$ cat config.mk
export PLATFORM = sky130hd
export DESIGN_NAME = cond_unit
export DESIGN_NICKNAME = d
export VERILOG_FILES = /design/src/rtl/arm_pkg.sv /design/src/rtl/cond_check.sv /design/src/rtl/cond_unit.sv
export SDC_FILE = /design/constraint.sdc
export NUM_CORES = 1
export LEC_CHECK = 0
export CAP_MARGIN = 0
export CORE_UTILIZATION = 40
export DETAILED_ROUTE_END_ITERATION = 6
export PLACE_DENSITY = 0.75
export SLEW_MARGIN = 20
export SYNTH_ARGS = -nofsm -noshare
export SYNTH_HDL_FRONTEND = slang
export SYNTH_SLANG_ARGS = --single-unit
$ cat constraint.sdc
create_clock -name clk -period 4.7 [get_ports clk]
set_clock_uncertainty 0.15 [all_clocks]
set_input_delay 0.47 -clock clk [delete_from_list [all_inputs] [get_ports clk]]
set_output_delay 0.47 -clock clk [all_outputs]
set_load 0.02 [all_outputs]
$ cat src/rtl/arm_pkg.sv
// Shared ARM definitions: condition codes, NZCV bit positions and ALU opcodes.
// Used by the decoder, the conditional-execution stage and the hazard unit.
package arm_pkg;

    typedef enum logic [3:0] {
        COND_EQ = 4'b0000,
        COND_NE = 4'b0001,
        COND_CS = 4'b0010,
        COND_CC = 4'b0011,
        COND_MI = 4'b0100,
        COND_PL = 4'b0101,
        COND_VS = 4'b0110,
        COND_VC = 4'b0111,
        COND_HI = 4'b1000,
        COND_LS = 4'b1001,
        COND_GE = 4'b1010,
        COND_LT = 4'b1011,
        COND_GT = 4'b1100,
        COND_LE = 4'b1101,
        COND_AL = 4'b1110,
        COND_NV = 4'b1111
    } cond_e;

    localparam int NEG = 3;
    localparam int ZER = 2;
    localparam int CAR = 1;
    localparam int OVR = 0;

    localparam logic [3:0] ALU_AND = 4'h0;
    localparam logic [3:0] ALU_EOR = 4'h1;
    localparam logic [3:0] ALU_SUB = 4'h2;
    localparam logic [3:0] ALU_RSB = 4'h3;
    localparam logic [3:0] ALU_ADD = 4'h4;
    localparam logic [3:0] ALU_ADC = 4'h5;
    localparam logic [3:0] ALU_SBC = 4'h6;
    localparam logic [3:0] ALU_RSC = 4'h7;
    localparam logic [3:0] ALU_TST = 4'h8;
    localparam logic [3:0] ALU_TEQ = 4'h9;
    localparam logic [3:0] ALU_CMP = 4'hA;
    localparam logic [3:0] ALU_CMN = 4'hB;
    localparam logic [3:0] ALU_ORR = 4'hC;
    localparam logic [3:0] ALU_MOV = 4'hD;
    localparam logic [3:0] ALU_BIC = 4'hE;
    localparam logic [3:0] ALU_MVN = 4'hF;

endpackage

$ cat src/rtl/cond_check.sv
// Combinational ARM condition evaluator: Cond x NZCV -> pass/fail.
// Kept free of state so the pipelined hazard unit can reuse it.
module cond_check
    import arm_pkg::*;
(
    input  logic [3:0] cond,
    input  logic [3:0] flags,
    output logic       cond_ex
);

    logic n, z, c, v;

    assign n = flags[NEG];
    assign z = flags[ZER];
    assign c = flags[CAR];
    assign v = flags[OVR];

    always_comb begin
        cond_ex = 1'b0;
        case (cond_e'(cond))
            COND_EQ: cond_ex = z;
            COND_NE: cond_ex = !z;
            COND_CS: cond_ex = c;
            COND_CC: cond_ex = !c;
            COND_MI: cond_ex = n;
            COND_PL: cond_ex = !n;
            COND_VS: cond_ex = v;
            COND_VC: cond_ex = !v;
            COND_HI: cond_ex = c && !z;
            COND_LS: cond_ex = !c || z;
            COND_GE: cond_ex = (n == v);
            COND_LT: cond_ex = (n != v);
            COND_GT: cond_ex = !z && (n == v);
            COND_LE: cond_ex = z || (n != v);
            COND_AL: cond_ex = 1'b1;
            COND_NV: cond_ex = 1'b0;
            default: cond_ex = 1'b0;
        endcase
    end

endmodule

$ cat src/rtl/cond_unit.sv
// Conditional-execution stage: NZCV register, condition gating of decoder
// strobes, per-bit flag writes and a saturating squashed-instruction counter.
module cond_unit
    import arm_pkg::*;
#(
    parameter int CNT_W = 16
) (
    input  logic             clk,
    input  logic             reset,
    input  logic             en,
    input  logic [3:0]       Cond,
    input  logic [3:0]       ALUFlags,
    input  logic [3:0]       FlagW,
    input  logic [3:0]       ALUControl,
    input  logic             ALUOp,
    input  logic             PCS,
    input  logic             RegW,
    input  logic             MemW,
    input  logic             cnt_clr,
    output logic             PCSrc,
    output logic             RegWrite,
    output logic             MemWrite,
    output logic             CondEx,
    output logic             Undef,
    output logic             CarryIn,
    output logic [3:0]       Flags,
    output logic [CNT_W-1:0] SquashCnt
);

    logic [3:0]       flags_q, flags_d;
    logic [3:0]       cur_flags;
    logic [CNT_W-1:0] squash_cnt_q, squash_cnt_d;
    logic             cond_ex;
    logic             compare_op;

    // While reset is held, everything downstream already sees the cleared flags.
    assign cur_flags = reset ? 4'b0000 : flags_q;

    cond_check u_cond_check (
        .cond    (Cond),
        .flags   (cur_flags),
        .cond_ex (cond_ex)
    );

    assign compare_op = ALUOp && (ALUControl[3:2] == 2'b10);

    assign CondEx    = cond_ex;
    assign PCSrc     = en && cond_ex && PCS;
    assign MemWrite  = en && cond_ex && MemW;
    assign RegWrite  = en && cond_ex && RegW && !compare_op;
    assign Undef     = en && (Cond == COND_NV);
    assign Flags     = cur_flags;
    assign CarryIn   = cur_flags[CAR];
    assign SquashCnt = squash_cnt_q;

    always_comb begin
        flags_d = flags_q;
        for (int i = 0; i < 4; i++) begin
            if (en && cond_ex && FlagW[i]) begin
                flags_d[i] = ALUFlags[i];
            end
        end

        squash_cnt_d = squash_cnt_q;
        if (cnt_clr) begin
            squash_cnt_d = '0;
        end else if (en && !cond_ex && (squash_cnt_q != '1)) begin
            squash_cnt_d = squash_cnt_q + CNT_W'(1);
        end
    end

    always_ff @(posedge clk) begin
        if (reset) begin
            flags_q      <= 4'b0000;
            squash_cnt_q <= '0;
        end else begin
            flags_q      <= flags_d;
            squash_cnt_q <= squash_cnt_d;
        end
    end

endmodule

* After elaboration in Yosys (flattened, before gate mapping)
Cells that the tools add are included.
** Word-level totals
- Flip-flop bits (word level) :: 20
- Output and inout bits :: 26
- Logic and storage cells :: 52
** Cells by class
- Add/sub/neg operators :: 1
- Equality and inequality tests :: 19
- Muxes and demuxes :: 2
- Reductions and logical operators :: 25
** Operators with widths (number)
- $eq 4x4->1 const B :: 8
- $add 16x1->16 const B :: 1
- $eq 4x3->1 const B :: 4
- $ne 16x16->1 const B :: 1
- $pmux 1 s16 :: 1
- $logic_and 1x1->1 :: 15
- $eq 4x2->1 const B :: 2
- $logic_not 1->1 :: 6
- $eq 4x1->1 const B :: 1
- $logic_not 4->1 :: 1
- $mux 4 :: 1
- $eq 2x2->1 const B :: 1
- $logic_or 1x1->1 :: 2
- $reduce_or 2->1 :: 1
- $eq 1x1->1 :: 1
- $ne 1x1->1 :: 1

* Logic depth before layout (Yosys ltp)
Gate-level depths: netlist of run 1.
- Depth in word-level cells :: 7
- Depth in mapped cells :: 10
- Gate-level depth less buffers :: 9

* Hierarchy
Synthesis of run 1 repeated with hierarchy kept, for this count alone.
** Second synthesis, totals
- Cells, all modules :: 157
- Area, all modules :: 1249.9 um2
** By module, submodules not included
- cond_unit :: times used 1, cells an instance 134, area an instance 1094.8 um2
- cond_check :: times used 1, cells an instance 23, area an instance 155.1 um2

* Worst setup path before layout of run 1
OpenSTA, ideal clock, no wires.
- Path kind :: input port to output port
- From :: input port Cond[1]
- To :: output port RegWrite
- Arrival :: 2.207 ns
- Slack :: 1.873 ns
- Cell stages on the path :: 8
- Path buffers :: 1
- Path through :: buf_2 mux2i_1 nor2_1 or4_1 a22oi_1 nor2_1 clkinv_1 o2111a_1
** On the way
- Cells in the longest elaborated chain, start to end :: 5
- Elaborated cells between the ends (all ways) :: 20
** RTL lines
- from (decl) :: line cond_unit.sv:11 : input logic [3:0] Cond,
- $eq 4x4->1, or another cell as far along :: line cond_check.sv:20 : case (cond_e'(cond))
- $pmux 1 s16 (*) :: line cond_check.sv:20
- via CondEx :: line cond_unit.sv:23 : output logic CondEx,
- $logic_and 1x1->1 (*) (3 in a row) :: line cond_unit.sv:50 : assign RegWrite = en && cond_ex && RegW && !compare_op;
- to (decl) :: line cond_unit.sv:21 : output logic RegWrite,
The timed path passes the listed nets; every way through them passes the cells marked *.

* Worst setup path in the final report of run 1
- From :: input port reset
- To :: output port PCSrc
** On the way
- Cells in the longest elaborated chain, start to end :: 6
- Elaborated cells between the ends (all ways) :: 14
** RTL lines
- from (decl) :: line cond_unit.sv:9 : input logic reset,
- $mux 4 (*) :: line cond_unit.sv:37 : assign cur_flags = reset ? 4'b0000 : flags_q;
- $ne 1x1->1, or another cell as far along :: line cond_check.sv:32, cond_check.sv:34
- $logic_or 1x1->1, or another cell as far along :: line cond_check.sv:34 : COND_LE: cond_ex = z || (n != v);
- $pmux 1 s16 (*) :: line cond_check.sv:20
- $logic_and 1x1->1 (*) (2 in a row) :: line cond_unit.sv:48 : assign PCSrc = en && cond_ex && PCS;
- to (decl) :: line cond_unit.sv:20 : output logic PCSrc,
Mark *: on every way between the ends. The rest lies on a longest branch, timed or not.

==> impl_metrics.csv, run 1 <==
group,metric,value,unit
clock_network,cts.path.max_buffers,2,
placement,place_inst,232,
cells_and_area,mostFrequentLayoutCell,"clkdlybuf4s50_1",
sta,maxClockFrequency,0.234,GHz
placement,finalWeightedCongestion,0.788,
yosys,netlist_area,0.00124,mm2
drt,drt_pass1_iterations,6,
setup_path,r2r-start,"SquashCnt[0]",
drt,ant_nets,0,
global_routing,overflow,0,
cells_and_area,diodes,0,
yosys,syn_nets,187,
floorplan,die_h,57.6,um
setup_path,crit_buf_inv,4,
clock_network,cts_root_buf,"clkbuf_4",
global_routing,grt_start_max_net_pins,17,
setup_path,cp.required,4.08,ns
placement,placed_area,0.00171,mm2
clock_network,path_clk_slew,0.12,ns
setup_path,arrival,3.65,ns
cells_and_area,layout_common_cells,"clkdlybuf4s50_1, dfxtp_1, nand2_1, nor2_1, a21oi_1",
pwr,power_leakage,0.000604,uW
yosys,yosys_warnings,0,
pwr,power_density,220,mW/mm2
placement,portBuffers,47,
setup_path,startpoint_type,"input port",
floorplan,core,0.00285,mm2
setup_path,crit_top_cell,"clkdlybuf4s50_1",
pwr,total_power,387,uW
min_path,min-delay-start,"SquashCnt[6]",
floorplan,die_w,57.6,um
floorplan,start_util,0.433,
yosys,syn_inst,162,
drt,vias_per_cell,5.81,
clock_network,clkLatencyLatePin,0.30,ns
placement,hpwl,2.51,mm
cells_and_area,final_nets,231,
drt,first_iter_violations,52,
clock_network,postCtsSetupBuffers,0,
clock_network,cts_buffers,3,
clock_network,hold_buffers,0,
pwr,peakVddDrop,173,uV
sta,worst_slew_pin_slew,0.724,ns
clock_network,cts_tree,"yes",
drt,drt_wl_total,3.32,mm
setup_path,cp_slowest_cell,"clkdlybuf4s50_1",
sta,rsz0062_at_grt,"no",
yosys,synth_cell_type_count,44,
clock_network,cts_resized,0,
yosys,avgSynthCellArea,7.63,um2
run,max_cap_violations,0,
setup_path,r2r_end,"SquashCnt[5]",
cells_and_area,final_area,0.00176,mm2
clock_network,numClockSinks,20,
setup_path,reg2reg_slack,2.05,ns
drt,vias,1371,
run_status,status,"complete, but fails checks",
drt,wire_per_inst,14.1,um
yosys,synth_seq_cells,20,
min_path,holdPathStages,2,
run_status,violations,"DRC",
sta,max-slew-margin-rel,0.516,
sta,hold_viol,0,
sta,setup_tns,0,ns
sta,finalSetupViolCount,0,
floorplan,ioPinCount,50,
global_routing,antenna_found_initial,0,
cells_and_area,drive_gt1_frac,0.0488,
sta,timing.final.crit_share,0.908,
setup_path,critical_path.max_fanout,11,
global_routing,first_global_vias,1230,
floorplan,die-area,0.00332,mm2
cells_and_area,instances_no_fill,236,
global_routing,grt_first_pass_wirelength,5.33,mm
min_path,hp-class,"reg2reg",
yosys,synth_seq_area_share,0.324,
sta,slew_violations,0,
min_path,holdPathEnd,"SquashCnt[6]",
cells_and_area,area_delta_synth_final,42.2,%
setup_path,end_kind,"output pin",
floorplan,rows,19,
setup_path,crit_path_cell_trace,"clkdlybuf4s50_1 -> buf_4 -> nand2b_1 -> o221ai_2 -> o221ai_1 -> and4b_4 -> nor2_1 -> clkinv_1 -> and3_1 -> clkdlybuf4s50_1",
clock_network,h-tree-depth,1,
sta,layout_min_cycle_time,4.27,ns
setup_path,crit_family,"buffers and inverters",
setup_path,slowest_delay,0.58,ns
drt,drc,5,
setup_path,rr_worst_depth,8,
global_routing,gr-usage-all-layers,0.199,
setup_path,worstSetupPathType,"in2out",
-- layer usage --
layer	up-vias	wire length [um]	global-route usage
li1	683	-	-
met1	647	1530	0.257
met2	39	1580	0.346
met3	2	188	0.0317
met4	0	19	0.0453
met5	-	0	0
-- sequential cells by signal, summed over array words and instances, names as in the netlist --
name and flops:
flags_q 4, SquashCnt 16
-- cell usage after synthesis, drive strengths merged --
| cell type | n | area [um2] |
|---|---|---|
| a2111oi | 1 | 8.76 |
| a211oi | 2 | 15.0 |
| a21oi | 10 | 50.1 |
| a22oi | 1 | 7.51 |
| a31o | 1 | 8.76 |
| a41oi | 1 | 8.76 |
| and2 | 2 | 12.5 |
| and3 | 4 | 25.0 |
| and4 | 1 | 8.76 |
| and4b | 1 | 13.8 |
| buf | 5 | 32.5 |
| clkbuf | 4 | 15.0 |
| clkinv | 1 | 3.75 |
| dfxtp | 20 | 400 |
| ha | 1 | 12.5 |
| inv | 8 | 30.0 |
| mux2i | 3 | 30.0 |
| nand2 | 17 | 63.8 |
| nand2b | 4 | 25.0 |
| nand3 | 5 | 25.0 |
| nand4 | 2 | 12.5 |
| nor2 | 16 | 60.1 |
| nor2b | 2 | 12.5 |
| nor3 | 4 | 20.0 |
| nor4 | 2 | 12.5 |
| o2111a | 1 | 11.3 |
| o211ai | 2 | 15.0 |
| o21a | 1 | 7.51 |
| o21ai | 9 | 45.0 |
| o221ai | 2 | 23.8 |
| o31ai | 5 | 37.5 |
| o41ai | 4 | 35.0 |
| or2 | 3 | 18.8 |
| or3 | 5 | 31.3 |
| or4 | 7 | 52.6 |
| xnor2 | 4 | 35.0 |
| xor2 | 1 | 8.76 |
-- layout make-up --
type / instances / area, um2
clock buffer: 3 / 22.5
clock inverter: 1 / 30.0
fill: 255 / 1090
inverter: 9 / 33.8
multi-input combinational: 124 / 754
sequential: 20 / 400
tap: 31 / 38.8
timing repair buffer: 48 / 478
-- where the power goes --
| group | switching (uW) | internal, uW |
|---|---|---|
| combinational | 37.2 | 34.7 |
| sequential | 1.60 | 171 |
| clock | 55.9 | 86.1 |
| total | 94.7 | 292 |
-- through the flow --
step	hold WS [ns]	utilization	setup WS (ns)
global route	0.387	0.616	0.170
floorplan	0.409	-	1.87
CTS	0.363	0.616	0.423
global placement	0.329	0.598	0.550
detailed placement	0.338	0.598	0.431
finish	0.360	0.616	0.435
-- how the worst max path moves through the flow --
stage                 start        to  slack, ns  depth (start not counted)
floorplan           Cond[1]  RegWrite       1.87                          8
global placement      reset  MemWrite       0.55                         10
detailed placement    reset     PCSrc       0.43                         10
CTS                   reset     PCSrc       0.42                         10
global route          reset     PCSrc       0.17                         10
finish                reset     PCSrc       0.43                         10
-- cells by family after synthesis --
family                     after synthesis  synth area share
and+or+nand+nor                         75             0.319
AOI/OAI and AO/OA                       40             0.222
DFF                                     20             0.324
buffers and inverters                   18            0.0658
xor gates and xnor gates                 5            0.0354
muxes                                    3            0.0243
adders and majority gates                1            0.0101
-- worst reg2reg max path: stages (launching register included) --
cell and delay (ns):
dfxtp_1 0.37, ha_1 0.25, nand2_1 0.17, nor2_1 0.10
nand3_1 0.17, o21ai_0 0.15, or3_1 0.55, or4_1 0.54
a21oi_1 0.17
Note: power is estimated with default switching activity, not from simulation.
==> inputs of run 2 (changes only) <==
- CTS_CLUSTER_DIAMETER: default -> 150
- RECOVER_POWER: default -> 25
==> run 2 against run 1 <==
The flow still finishes with violations (DRC); final cell count unchanged; worst hold slack got worse by 0.0032 ns; via count increased by 0.15%; design area unchanged; die area unchanged.
==> impl_metrics.csv, run 2 (same netlist as run 1, synthesis figures left out) <==
group,metric,value,unit
min_path,min-delay-start,"SquashCnt[6]",
clock_network,h-tree-depth,1,
setup_path,cp.required,4.08,ns
pwr,combPwrFrac,0.185,
cells_and_area,drive_gt1_frac,0.0488,
setup_path,crit_path_cell_trace,"clkdlybuf4s50_1 -> buf_4 -> nand2b_1 -> o221ai_2 -> o221ai_1 -> and4b_4 -> nor2_1 -> clkinv_1 -> and3_1 -> clkdlybuf4s50_1",
global_routing,first_global_vias,1230,
drt,drt_wl_total,3.32,mm
drt,first_iter_violations,49,
floorplan,die_w,57.6,um
setup_path,slowest_delay,0.58,ns
pwr,pwr-share-clk,0.367,
floorplan,rows,19,
setup_path,crit_start,"reset",
drt,wl_met3,194,um
global_routing,grt_first_pass_wirelength,5.33,mm
pwr,pwr-share-seq,0.447,
pwr,power.switching,94.7,uW
placement,portBuffers,47,
drt,dr.max_layer_used,"met4",
setup_path,end_kind,"output pin",
cells_and_area,n_fill_cell,255,
clock_network,clkLatencyLatePin,0.30,ns
sta,maxClockFrequency,0.234,GHz
drt,vias_per_cell,5.82,
setup_path,crit_family,"buffers and inverters",
pwr,internal_power,292,uW
clock_network,path_clk_slew,0.12,ns
global_routing,antenna_found_initial,0,
floorplan,ioPinCount,50,
placement,hpwl,2.51,mm
cells_and_area,final_nets,231,
setup_path,worst-path-stages,10,
setup_path,critical_path.max_fanout,11,
clock_network,cts_root_buf,"clkbuf_4",
sta,slew_violations,0,
setup_path,arrival,3.65,ns
sta,max-slew-margin-rel,0.516,
cells_and_area,diodes,0,
drt,wire_per_inst,14.1,um
drt,drc,5,
drt,ant_nets,0,
placement,dp_slack,0.431,ns
drt,vias,1373,
cells_and_area,mostFrequentLayoutCell,"clkdlybuf4s50_1",
clock_network,cts_tree,"yes",
sta,setup_slack,0.432,ns
pwr,power_density,220,mW/mm2
run_status,status,"complete, but fails checks",
min_path,hp-class,"reg2reg",
setup_path,r2r-start,"SquashCnt[0]",
clock_network,cts_buffers,3,
drt,route.met2.wl,1.58,mm
setup_path,worstSetupPathType,"in2out",
setup_path,crit_buf_inv,4,
placement,finalWeightedCongestion,0.788,
cells_and_area,layout_common_cells,"clkdlybuf4s50_1, dfxtp_1, nand2_1, nor2_1, dlygate4sd3_1",
clock_network,numClockSinks,20,
sta,finalSetupViolCount,0,
clock_network,cts.path.max_buffers,2,
sta,layout_min_cycle_time,4.27,ns
sta,hold_viol,0,
setup_path,crit_top_cell,"clkdlybuf4s50_1",
clock_network,cts_resized,0,
pwr,peakVddDrop,172,uV
clock_network,hold_buffers,0,
setup_path,startpoint_type,"input port",
sta,rsz0062_at_grt,"no",
sta,timing.final.crit_share,0.908,
cells_and_area,largest_reg_flops,16,
cells_and_area,area_delta_synth_final,42.2,%
drt,drt_pass1_iterations,6,
global_routing,grt_start_max_net_pins,17,
pwr,swShare,0.245,
sta,worst_slew_pin_slew,0.724,ns
run,max_cap_violations,0,
min_path,holdPathStages,2,
floorplan,start_util,0.433,
floorplan,core,0.00285,mm2
drt,wl_met1,1.53,mm
global_routing,gr-usage-all-layers,0.199,
global_routing,overflow,0,
setup_path,cp_slowest_cell,"clkdlybuf4s50_1",
run_status,violations,"DRC",
pwr,power_leakage,0.000643,uW
clock_network,postCtsSetupBuffers,0,
setup_path,rr_worst_depth,8,
floorplan,die-area,0.00332,mm2
sta,setup_tns,0,ns
floorplan,die_h,57.6,um
run 2: cell count changes in the layout (fill, tap and decap cells not counted), sizes merged:
cell / previous run / this run
clkdlybuf4s50: 47 / 36
dlygate4sd3: 0 / 11
run 2: power groups by stage:
stage	registers [uW]	logic (uW)	clock network (uW)
2_1_floorplan	177	39.3	0
3_3_place_gp	177	69.3	0
3_5_place_dp	177	71.6	0
4_1_cts	173	71.8	146
5_1_grt	173	77.1	150
6_report	173	71.7	142
run 2: cell type report:
cell class / count / area (um2) / area share
multi-input combinational: 124 / 754 / 0.429
timing repair buffer: 48 / 478 / 0.272
sequential: 20 / 400 / 0.228
tap: 31 / 38.8 / 0.0221
inverter: 9 / 33.8 / 0.0192
clock inverter: 1 / 30.0 / 0.0171
clock buffer: 3 / 22.5 / 0.0128
run 2: worst reg2reg max path, cell delays in order, from the launching register on:
cell and delay [ns]:
dfxtp_1 0.36, ha_1 0.25, nand2_1 0.17, nor2_1 0.10, nand3_1 0.17, o21ai_0 0.15
or3_1 0.55, or4_1 0.54, a21oi_1 0.17
run 2: path summary, 6_finish.rpt:
kind / end / slack [ns]
setup reg to reg: SquashCnt[5] / 2.05
hold reg to reg: SquashCnt[6] / 0.36
setup / recovery: PCSrc / 0.43
hold / removal: SquashCnt[6] / 0.36
run 2: per-stage QoR:
step	util	instance area, um2	instances	hold slack (ns)	total power (uW)
after floorplan	-	1240	162	0.409	216
after CTS	0.616	1760	236	0.363	391
after global routing	0.616	1760	236	0.384	401
after global placement	0.598	1710	232	0.329	246
after detailed placement	0.598	1710	232	0.338	248
final	0.616	1760	236	0.357	387
run 2: metal layers:
| metal | vias to the layer above | track usage |
|---|---|---|
| met5 | - | 0 |
| met4 | 0 | 0.0453 |
| met1 | 646 | 0.257 |
| met3 | 2 | 0.0317 |
| met2 | 41 | 0.346 |
| li1 | 684 | - |
